[src/rtl/exc_pkg.sv]
// exc_pkg: shared constants and types for the precise-exception sequencer.
//   - Exception type codes as delivered by the MEM-stage exception decoder.
//   - CP0 Cause.ExcCode values.
//   - Default fetch vector for non-eret exceptions.
//   - Sequencer state enum and a trigger-recognition helper.
package exc_pkg;

    localparam logic [31:0] TYPE_INT  = 32'h0000_0001;
    localparam logic [31:0] TYPE_ADEL = 32'h0000_0004;
    localparam logic [31:0] TYPE_ADES = 32'h0000_0005;
    localparam logic [31:0] TYPE_SYS  = 32'h0000_0008;
    localparam logic [31:0] TYPE_BP   = 32'h0000_0009;
    localparam logic [31:0] TYPE_RI   = 32'h0000_000A;
    localparam logic [31:0] TYPE_OV   = 32'h0000_000C;
    localparam logic [31:0] TYPE_ERET = 32'h0000_000E;
    localparam logic [31:0] TYPE_NONE = 32'hFFFF_FFFF;

    localparam logic [4:0] EXC_CODE_INT  = 5'd0;
    localparam logic [4:0] EXC_CODE_ADEL = 5'd4;
    localparam logic [4:0] EXC_CODE_ADES = 5'd5;
    localparam logic [4:0] EXC_CODE_SYS  = 5'd8;
    localparam logic [4:0] EXC_CODE_BP   = 5'd9;
    localparam logic [4:0] EXC_CODE_RI   = 5'd10;
    localparam logic [4:0] EXC_CODE_OV   = 5'd12;

    localparam logic [31:0] EXC_VECTOR_DEFAULT = 32'hBFC0_0380;

    typedef enum logic [1:0] {
        StIdle,
        StDrain,
        StCommit
    } exc_state_e;

    // Only the eight listed codes start a sequence; anything else (incl. NONE) is ignored.
    function automatic logic is_trigger(input logic [31:0] exc_type);
        logic hit;
        hit = 1'b0;
        case (exc_type)
            TYPE_INT, TYPE_ADEL, TYPE_ADES, TYPE_SYS,
            TYPE_BP, TYPE_RI, TYPE_OV, TYPE_ERET: hit = 1'b1;
            default:                              hit = 1'b0;
        endcase
        return hit;
    endfunction

endpackage

[src/rtl/exc_code_map.sv]
// exc_code_map: combinational decode of an exception type code.
// Ports:
//   type_i         exception type code
//   valid_o        type is one of the recognised codes
//   is_eret_o      type is eret
//   exc_code_o     Cause.ExcCode for exception types (0 for eret / unknown)
//   bad_vaddr_we_o type reports a faulting address (AdEL/AdES)
module exc_code_map
    import exc_pkg::*;
(
    input  logic [31:0] type_i,
    output logic        valid_o,
    output logic        is_eret_o,
    output logic [4:0]  exc_code_o,
    output logic        bad_vaddr_we_o
);

    always_comb begin
        valid_o        = 1'b1;
        is_eret_o      = 1'b0;
        exc_code_o     = 5'd0;
        bad_vaddr_we_o = 1'b0;
        case (type_i)
            TYPE_INT:  exc_code_o = EXC_CODE_INT;
            TYPE_ADEL: begin
                exc_code_o     = EXC_CODE_ADEL;
                bad_vaddr_we_o = 1'b1;
            end
            TYPE_ADES: begin
                exc_code_o     = EXC_CODE_ADES;
                bad_vaddr_we_o = 1'b1;
            end
            TYPE_SYS:  exc_code_o = EXC_CODE_SYS;
            TYPE_BP:   exc_code_o = EXC_CODE_BP;
            TYPE_RI:   exc_code_o = EXC_CODE_RI;
            TYPE_OV:   exc_code_o = EXC_CODE_OV;
            TYPE_ERET: is_eret_o  = 1'b1;
            default:   valid_o    = 1'b0;
        endcase
    end

endmodule

[src/rtl/exception_ctrl.sv]
// exception_ctrl: sequences precise exceptions and eret for the MEM stage.
// Accepts a trigger in IDLE, waits in DRAIN while a bus transaction is outstanding,
// then issues a single COMMIT cycle that writes CP0, flushes and redirects fetch.
// Ports:
//   clk, rst             clock; synchronous active-high reset
//   exceptionTypeM       prioritised exception type in MEM
//   pcM, badAddrM        MEM-stage PC and faulting address
//   isInDelaySlotM       MEM instruction sits in a branch delay slot
//   epcIn                current CP0 EPC (eret target)
//   memBusy              bus transaction outstanding
//   stallReq, flushAll   hazard-unit controls
//   newPcValid, newPc    fetch redirect
//   cp0*                 CP0 write controls and data
//   busy                 sequencer not idle
// Configuration macro: EXC_BD_EN -- when defined, a delay-slot instruction reports
// EPC = pc - 4 and Cause.BD = 1; when undefined the delay-slot flag is ignored.
module exception_ctrl
    import exc_pkg::*;
#(
    parameter logic [31:0] EXC_VECTOR = EXC_VECTOR_DEFAULT
) (
    input  logic        clk,
    input  logic        rst,
    input  logic [31:0] exceptionTypeM,
    input  logic [31:0] pcM,
    input  logic [31:0] badAddrM,
    input  logic        isInDelaySlotM,
    input  logic [31:0] epcIn,
    input  logic        memBusy,
    output logic        stallReq,
    output logic        flushAll,
    output logic        newPcValid,
    output logic [31:0] newPc,
    output logic        cp0ExcWe,
    output logic [4:0]  cp0ExcCode,
    output logic [31:0] cp0Epc,
    output logic        cp0Bd,
    output logic        cp0BadVAddrWe,
    output logic [31:0] cp0BadVAddr,
    output logic        cp0ExlClr,
    output logic        busy
);

    exc_state_e  state_q, state_d;
    logic [31:0] type_q, type_d;
    logic [31:0] pc_q, pc_d;
    logic [31:0] bad_q, bad_d;
    logic [31:0] epc_q, epc_d;
    logic        trigger;
    logic        capture;

    logic        map_valid;
    logic        map_is_eret;
    logic [4:0]  map_exc_code;
    logic        map_bad_vaddr_we;

    logic [31:0] epc_report;
    logic        bd_report;

`ifdef EXC_BD_EN
    logic bd_q, bd_d;
    assign bd_d       = capture ? isInDelaySlotM : bd_q;
    assign bd_report  = bd_q;
    assign epc_report = bd_q ? (pc_q - 32'd4) : pc_q;
`else
    logic unused_in_delay_slot;
    assign unused_in_delay_slot = isInDelaySlotM;
    assign bd_report  = 1'b0;
    assign epc_report = pc_q;
`endif

    assign trigger = is_trigger(exceptionTypeM);
    assign capture = (state_q == StIdle) && trigger;

    assign type_d = capture ? exceptionTypeM : type_q;
    assign pc_d   = capture ? pcM            : pc_q;
    assign bad_d  = capture ? badAddrM       : bad_q;
    assign epc_d  = capture ? epcIn          : epc_q;

    exc_code_map u_exc_code_map (
        .type_i         (type_q),
        .valid_o        (map_valid),
        .is_eret_o      (map_is_eret),
        .exc_code_o     (map_exc_code),
        .bad_vaddr_we_o (map_bad_vaddr_we)
    );

    always_ff @(posedge clk) begin
        if (rst) begin
            state_q <= StIdle;
            type_q  <= 32'd0;
            pc_q    <= 32'd0;
            bad_q   <= 32'd0;
            epc_q   <= 32'd0;
`ifdef EXC_BD_EN
            bd_q    <= 1'b0;
`endif
        end else begin
            state_q <= state_d;
            type_q  <= type_d;
            pc_q    <= pc_d;
            bad_q   <= bad_d;
            epc_q   <= epc_d;
`ifdef EXC_BD_EN
            bd_q    <= bd_d;
`endif
        end
    end

    always_comb begin
        state_d       = state_q;
        stallReq      = 1'b0;
        flushAll      = 1'b0;
        newPcValid    = 1'b0;
        newPc         = 32'd0;
        cp0ExcWe      = 1'b0;
        cp0ExcCode    = 5'd0;
        cp0Epc        = 32'd0;
        cp0Bd         = 1'b0;
        cp0BadVAddrWe = 1'b0;
        cp0BadVAddr   = 32'd0;
        cp0ExlClr     = 1'b0;
        busy          = (state_q != StIdle);

        unique case (state_q)
            StIdle: begin
                if (trigger) begin
                    stallReq = 1'b1;
                    state_d  = memBusy ? StDrain : StCommit;
                end
            end
            StDrain: begin
                stallReq = 1'b1;
                if (!memBusy) begin
                    state_d = StCommit;
                end
            end
            StCommit: begin
                state_d    = StIdle;
                flushAll   = 1'b1;
                newPcValid = 1'b1;
                if (map_is_eret) begin
                    cp0ExlClr = 1'b1;
                    newPc     = epc_q;
                end else if (map_valid) begin
                    cp0ExcWe      = 1'b1;
                    cp0ExcCode    = map_exc_code;
                    cp0Epc        = epc_report;
                    cp0Bd         = bd_report;
                    newPc         = EXC_VECTOR;
                    cp0BadVAddrWe = map_bad_vaddr_we;
                    cp0BadVAddr   = map_bad_vaddr_we ? bad_q : 32'd0;
                end
            end
            default: state_d = StIdle;
        endcase
    end

endmodule

[config.mk]
export PLATFORM = sky130hd
export DESIGN_NAME = exception_ctrl
export DESIGN_NICKNAME = d
export VERILOG_FILES = /design/src/rtl/exc_pkg.sv /design/src/rtl/exc_code_map.sv /design/src/rtl/exception_ctrl.sv
export SDC_FILE = /design/constraint.sdc
export NUM_CORES = 1
export LEC_CHECK = 0
export CORE_AREA = 2 2 137 139
export CTS_CLUSTER_DIAMETER = 80
export DETAILED_ROUTE_END_ITERATION = 7
export DIE_AREA = 0 0 139 141
export GPL_TIMING_DRIVEN = 0
export PLACE_DENSITY = 0.69
export SLEW_MARGIN = 20
export SYNTH_ARGS = -nofsm -noshare
export SYNTH_HDL_FRONTEND = slang
export SYNTH_SLANG_ARGS = --single-unit
[constraint.sdc]
create_clock -name clk -period 4.2 [get_ports clk]
set_input_delay 0.42 -clock clk [delete_from_list [all_inputs] [get_ports clk]]
set_output_delay 0.42 -clock clk [all_outputs]
set_load 0.005 [all_outputs]
== After elaboration in Yosys (flattened, before gate mapping) ==
Memory sizes are Yosys's and may differ from the RTL's.
Index checks and enable logic that the tools add are counted.
Word-level totals
  input port bits: 132
  ROM bits: 16
  memories kept: 1
  output and inout bits: 109
  register bits: 130
  logic and storage cells: 58
Memory list
  (name not given): depth 16, width 1, rd ports 1, clocked after Yosys merged registers in 0, write ports 0, RTL line exc_pkg.sv:38  | case (exc_type)
Operators by class
  reductions and logical operators: 7
  eq/ne operators: 12
  multiplexer cells: 33
Operators with widths (count)
  $mux W32: 10
  $eq A32 B4 Y1 const B: 5
  $eq A32 B3 Y1 const B: 2
  $eq A32 B1 Y1 const B: 1
  $logic_not A28 Y1: 1
  $pmux W4 S6: 1
  $mux W5: 3
  $mux W1: 14
  $reduce_or A8 Y1: 1
  $mux W2: 3
  $ne A2 B2 Y1 const B: 2
  $pmux W2 S2: 1
  $eq A2 B1 Y1 const B: 1
  $eq A2 B2 Y1 const B: 1
  $logic_not A2 Y1: 1
  $pmux W1 S2: 1
  $reduce_and A2 Y1: 1
  $reduce_bool A2 Y1: 1
  $reduce_or A2 Y1: 1
  $logic_and A1 B1 Y1: 1

== Logic depth before layout (Yosys ltp) ==
  depth in word-level cells: 7
  mapped depth: 6
  mapped depth without buffers: 4

== Modules after synthesis ==
From an unflattened synthesis, not the netlist that was laid out.
Second synthesis, totals
  cells, all modules: 718
  area total of the unflattened synthesis: 6452.4 sq um
Modules (own cells, without submodules)
  exception_ctrl: instances 1, area each 6228.5 sq um, cells each 686
  exc_code_map: instances 1, area each 224.0 sq um, cells each 32

== Least setup slack after synthesis ==
OpenSTA, ideal clock, no wires.
  path type: register to output
  from: register type_q[4]
  to: output port newPc[14]
  cell stages (with the launch flop): 6
  path buffers: 1
  required time: 3780 ps
  setup slack: 1923 ps
  data arrival time: 1857 ps
  cell sequence: dfxtp_1 > or4_1 > or4_4 > nor3_4 > buf_6 > and2_1
On the way
  word-level cells in the longest chain between the ends: 4
RTL lines
  from (decl): RTL line exception_ctrl.sv:45  | logic [31:0] type_q, type_d;
  from (signal assigned): RTL line exception_ctrl.sv:100  | type_q <= type_d;
  $eq A32 B4 Y1: RTL line exc_code_map.sv:23  | case (type_i)
  $mux W1: RTL line exc_code_map.sv:23
  $mux W32: RTL line exception_ctrl.sv:142  | if (map_is_eret) begin
  $mux W32: RTL line exception_ctrl.sv:125  | unique case (state_q)
  to (decl): RTL line exception_ctrl.sv:33  | output logic [31:0] newPc,
No other way between the ends.

== Worst setup path in the final report ==
  from: register state_q[1]
  to: output port newPc[28]
On the way
  word-level cells in the longest chain between the ends: 2
RTL lines
  from (decl): RTL line exception_ctrl.sv:44  | exc_state_e state_q, state_d;
  from (signal assigned): RTL line exception_ctrl.sv:90  | state_q <= StIdle;
  from (signal assigned): RTL line exception_ctrl.sv:99  | state_q <= state_d;
  $eq A2 B2 Y1: RTL line exception_ctrl.sv:125
  $mux W32: RTL line exception_ctrl.sv:125
No other way between the ends.

==> metrics.yaml <==
first_iter_violations: 343
rr_startpoint: "state_q[1]"
setup_violations: 0
criticalPathCategory: "flip-flop to primary output"
synth_area_leaders: "dfxtp_1 42%, o31ai_1 12%, nand4_1 10%"
r2r_end: "epc_q[24]"
yosysMostFrequentCell: "dfxtp_1"
worst-path-buf-inv: 2
drv_cap: 0
leakage_nw: 2.883
root_buffer: "clkbuf_16"
status: "finished, final reports clean"
r2r_cells: 6
slowest_delay_ps: 650
syn_area_sq_um: 6200
async_flop_share_pct: 0
skew_ps: 9.253
min_path_cells: 1
ios: 241
fp.dieH_um: 141
crit_required_ps: 3780
ys.flop_type: "dfxtp_1"
fmax_mhz: 261.1
crit_arrival_ps: 3410
routed_wl_mm: 21.25
viasPerCell: 5.355
clkSinkCount: 130
antennaDiodeCount: 0
ir_worst_vdd_v: 0.0002864
grt_pass1_vias: 6204
numCtsBuffers: 17
synth_edf_count: 0
ys_ff_latch: 130
hpwl_mm: 15.14
hold_path.class: "flip-flop to flip-flop"
nets: 1140
yosys_warnings: 0
dieArea_sq_um: 19600
r2r_slack_ps: 1900
drv_slew: 0
worst_skew_pair.late_latency_ps: 410
dr_total_vias: 6721
hold_viol: 0
tightest_slew_ps: 927.4
cts_max_path_buffers: 2
cts_hold_buffers: 0
crit_path_max_fanout: 10
cp_num_cells: 6
startpoint: "state_q[1]"
crit_family: "simple AND/OR/NAND/NOR gates"
antenna_found_initial: 0
cp_cell_sequence: "nor2b_1 -> nand4_1 -> nor4_1 -> clkbuf_1 -> o21a_1 -> clkdlybuf4s50_1"
firstDrtPassIters: 5
die_x_um: 139
ant_nets: 0
critPathCaptureType: "primary output"
area_growth_pct: 53.24
max_slew_margin_pct: 38.17
crit_slowest_cell: "nor4_1"
cts_setup_buffers: 0
cts-htree-levels: 4
overflow: 0
grt_usage_pct: 20.81
route.detailed.drc: 0
critPathLaunchType: "flip-flop"
wl_per_cell_um: 16.94
total_power_mw: 3.033
start_util_pct: 33.94
worstSetupEndpoint: "newPc[28]"
drive_gt1_share_pct: 4.016
fin_setup_tns_ps: 0
synth_common_cells: "130 x dfxtp_1, 104 x nand4_1, 103 x a21oi_1, 100 x o31ai_1, 89 x clkbuf_1"
placementRows: 50
power.density_nw_per_um2: 319.3
grt_max_degree: 17
seq_area_frac_synth_pct: 41.98
synth_top_area_share_pct: 41.98
clk_pin_slew_worst_paths_ps: 60
yosysTopAreaCell: "dfxtp_1"
port_buffers: 237
cts_resized: 0
gp_congestion: 0.8256
cts_tree: "built"
synth_area_per_cell_sq_um: 8.255
rsz0062_at_grt: "false"
synthCells: 751
fp.coreArea_sq_um: 18270
finalCritPeriodShare_pct: 91.18
period_minus_slack_ps: 3829
grt_pass1_wl_mm: 32.66
synth_cell_types: 36
## kinds of logic (layout without fill, tap and decap cells)
family                 Yosys count  in the layout  synth area share (%)
AO/OA/AOI/OAI                  225            225                 23.13
XOR/XNOR                         1              1                0.1413
other                            1              2               0.06049
AND/OR/NAND/NOR                257            257                 25.95
flip-flops                     130            130                 41.98
buffers and inverters          137            406                 8.738
## state kept, by name, summed over array words and instances (netlist names)
signal	count
bad_q	32
type_q	32
state_q	2
epc_q	32
epc_report	32
## worst min-delay path by stage
stage	startpoint	endpoint	slack, ps
floorplan	type_q[12]	type_q[12]	430
global placement	type_q[11]	type_q[11]	440
detailed placement	type_q[21]	type_q[21]	440
CTS	bad_q[3]	bad_q[3]	460
global route	type_q[21]	type_q[21]	470
finish	type_q[21]	type_q[21]	460
## per-stage QoR
stage | hold slack (ps) | instances | utilization [%] | worst slack (ps) | cell area, sq um
2_1_floorplan | 430.2 | 752 | - | 1923 | 6203
3_3_place_gp | 444.4 | 1223 | 48.55 | 619.3 | 8869
3_5_place_dp | 444.1 | 1223 | 48.55 | 616.5 | 8869
4_1_cts | 463.2 | 1255 | 52.01 | 304.0 | 9500
5_1_grt | 470.8 | 1255 | 52.01 | 138.7 | 9500
6_report | 457.8 | 1255 | 52.01 | 370.6 | 9500
## per-layer routing
metal | wire [um] | track usage (%) | vias up
li1 | - | - | 3340
met1 | 9662 | 27.80 | 3077
met2 | 9701 | 33.06 | 285
met3 | 1639 | 5.435 | 19
met4 | 252 | 6.539 | 0
met5 | 0 | 0 | -
## worst reg2reg max path, stage by stage, from the launching register on
cell and delay, ps:
dfxtp_1 340, nor2_1 200, and4_1 260, clkbuf_1 690
clkbuf_1 410, nand4_1 170, a21oi_1 170
## cell type report
class | instances | area, sq um
fill | 1732 | 8767
sequential | 130 | 2603
clock buffer | 17 | 425.4
buffer | 101 | 406.6
inverter | 36 | 135.1
tap | 234 | 292.8
clock inverter | 15 | 206.4
multi-input combinational | 485 | 3059
timing repair buffer | 237 | 2372
## placed cells by master, fill, tap and decap left out, types with 2 or more instances in the layout
master	count
nand3_1	2
dfxtp_1	130
clkinvlp_4	2
and2_1	48
bufinv_16	4
a21oi_1	103
clkbuf_16	17
nor3_1	34
nor2b_1	2
a31oi_1	2
and3_1	2
conb_1	2
clkinv_2	2
nor2_1	7
buf_6	2
nand4_1	104
clkbuf_1	89
o31ai_1	100
clkinv_4	5
nor4_1	17
nor3b_1	31
buf_4	3
clkdlybuf4s50_1	237
inv_1	36
buf_1	6
nand2_1	2
a21o_1	2
inv_6	2
o21a_1	12
and4_1	3
## power by group
group | leakage [nW] | switching [mW] | internal (mW)
registers | 1.05 | 0.00000000145 | 1.23
logic | 1.53 | 0.104 | 0.120
clock network | 0.304 | 0.577 | 0.998
Note: power is estimated with default switching activity, not from simulation.
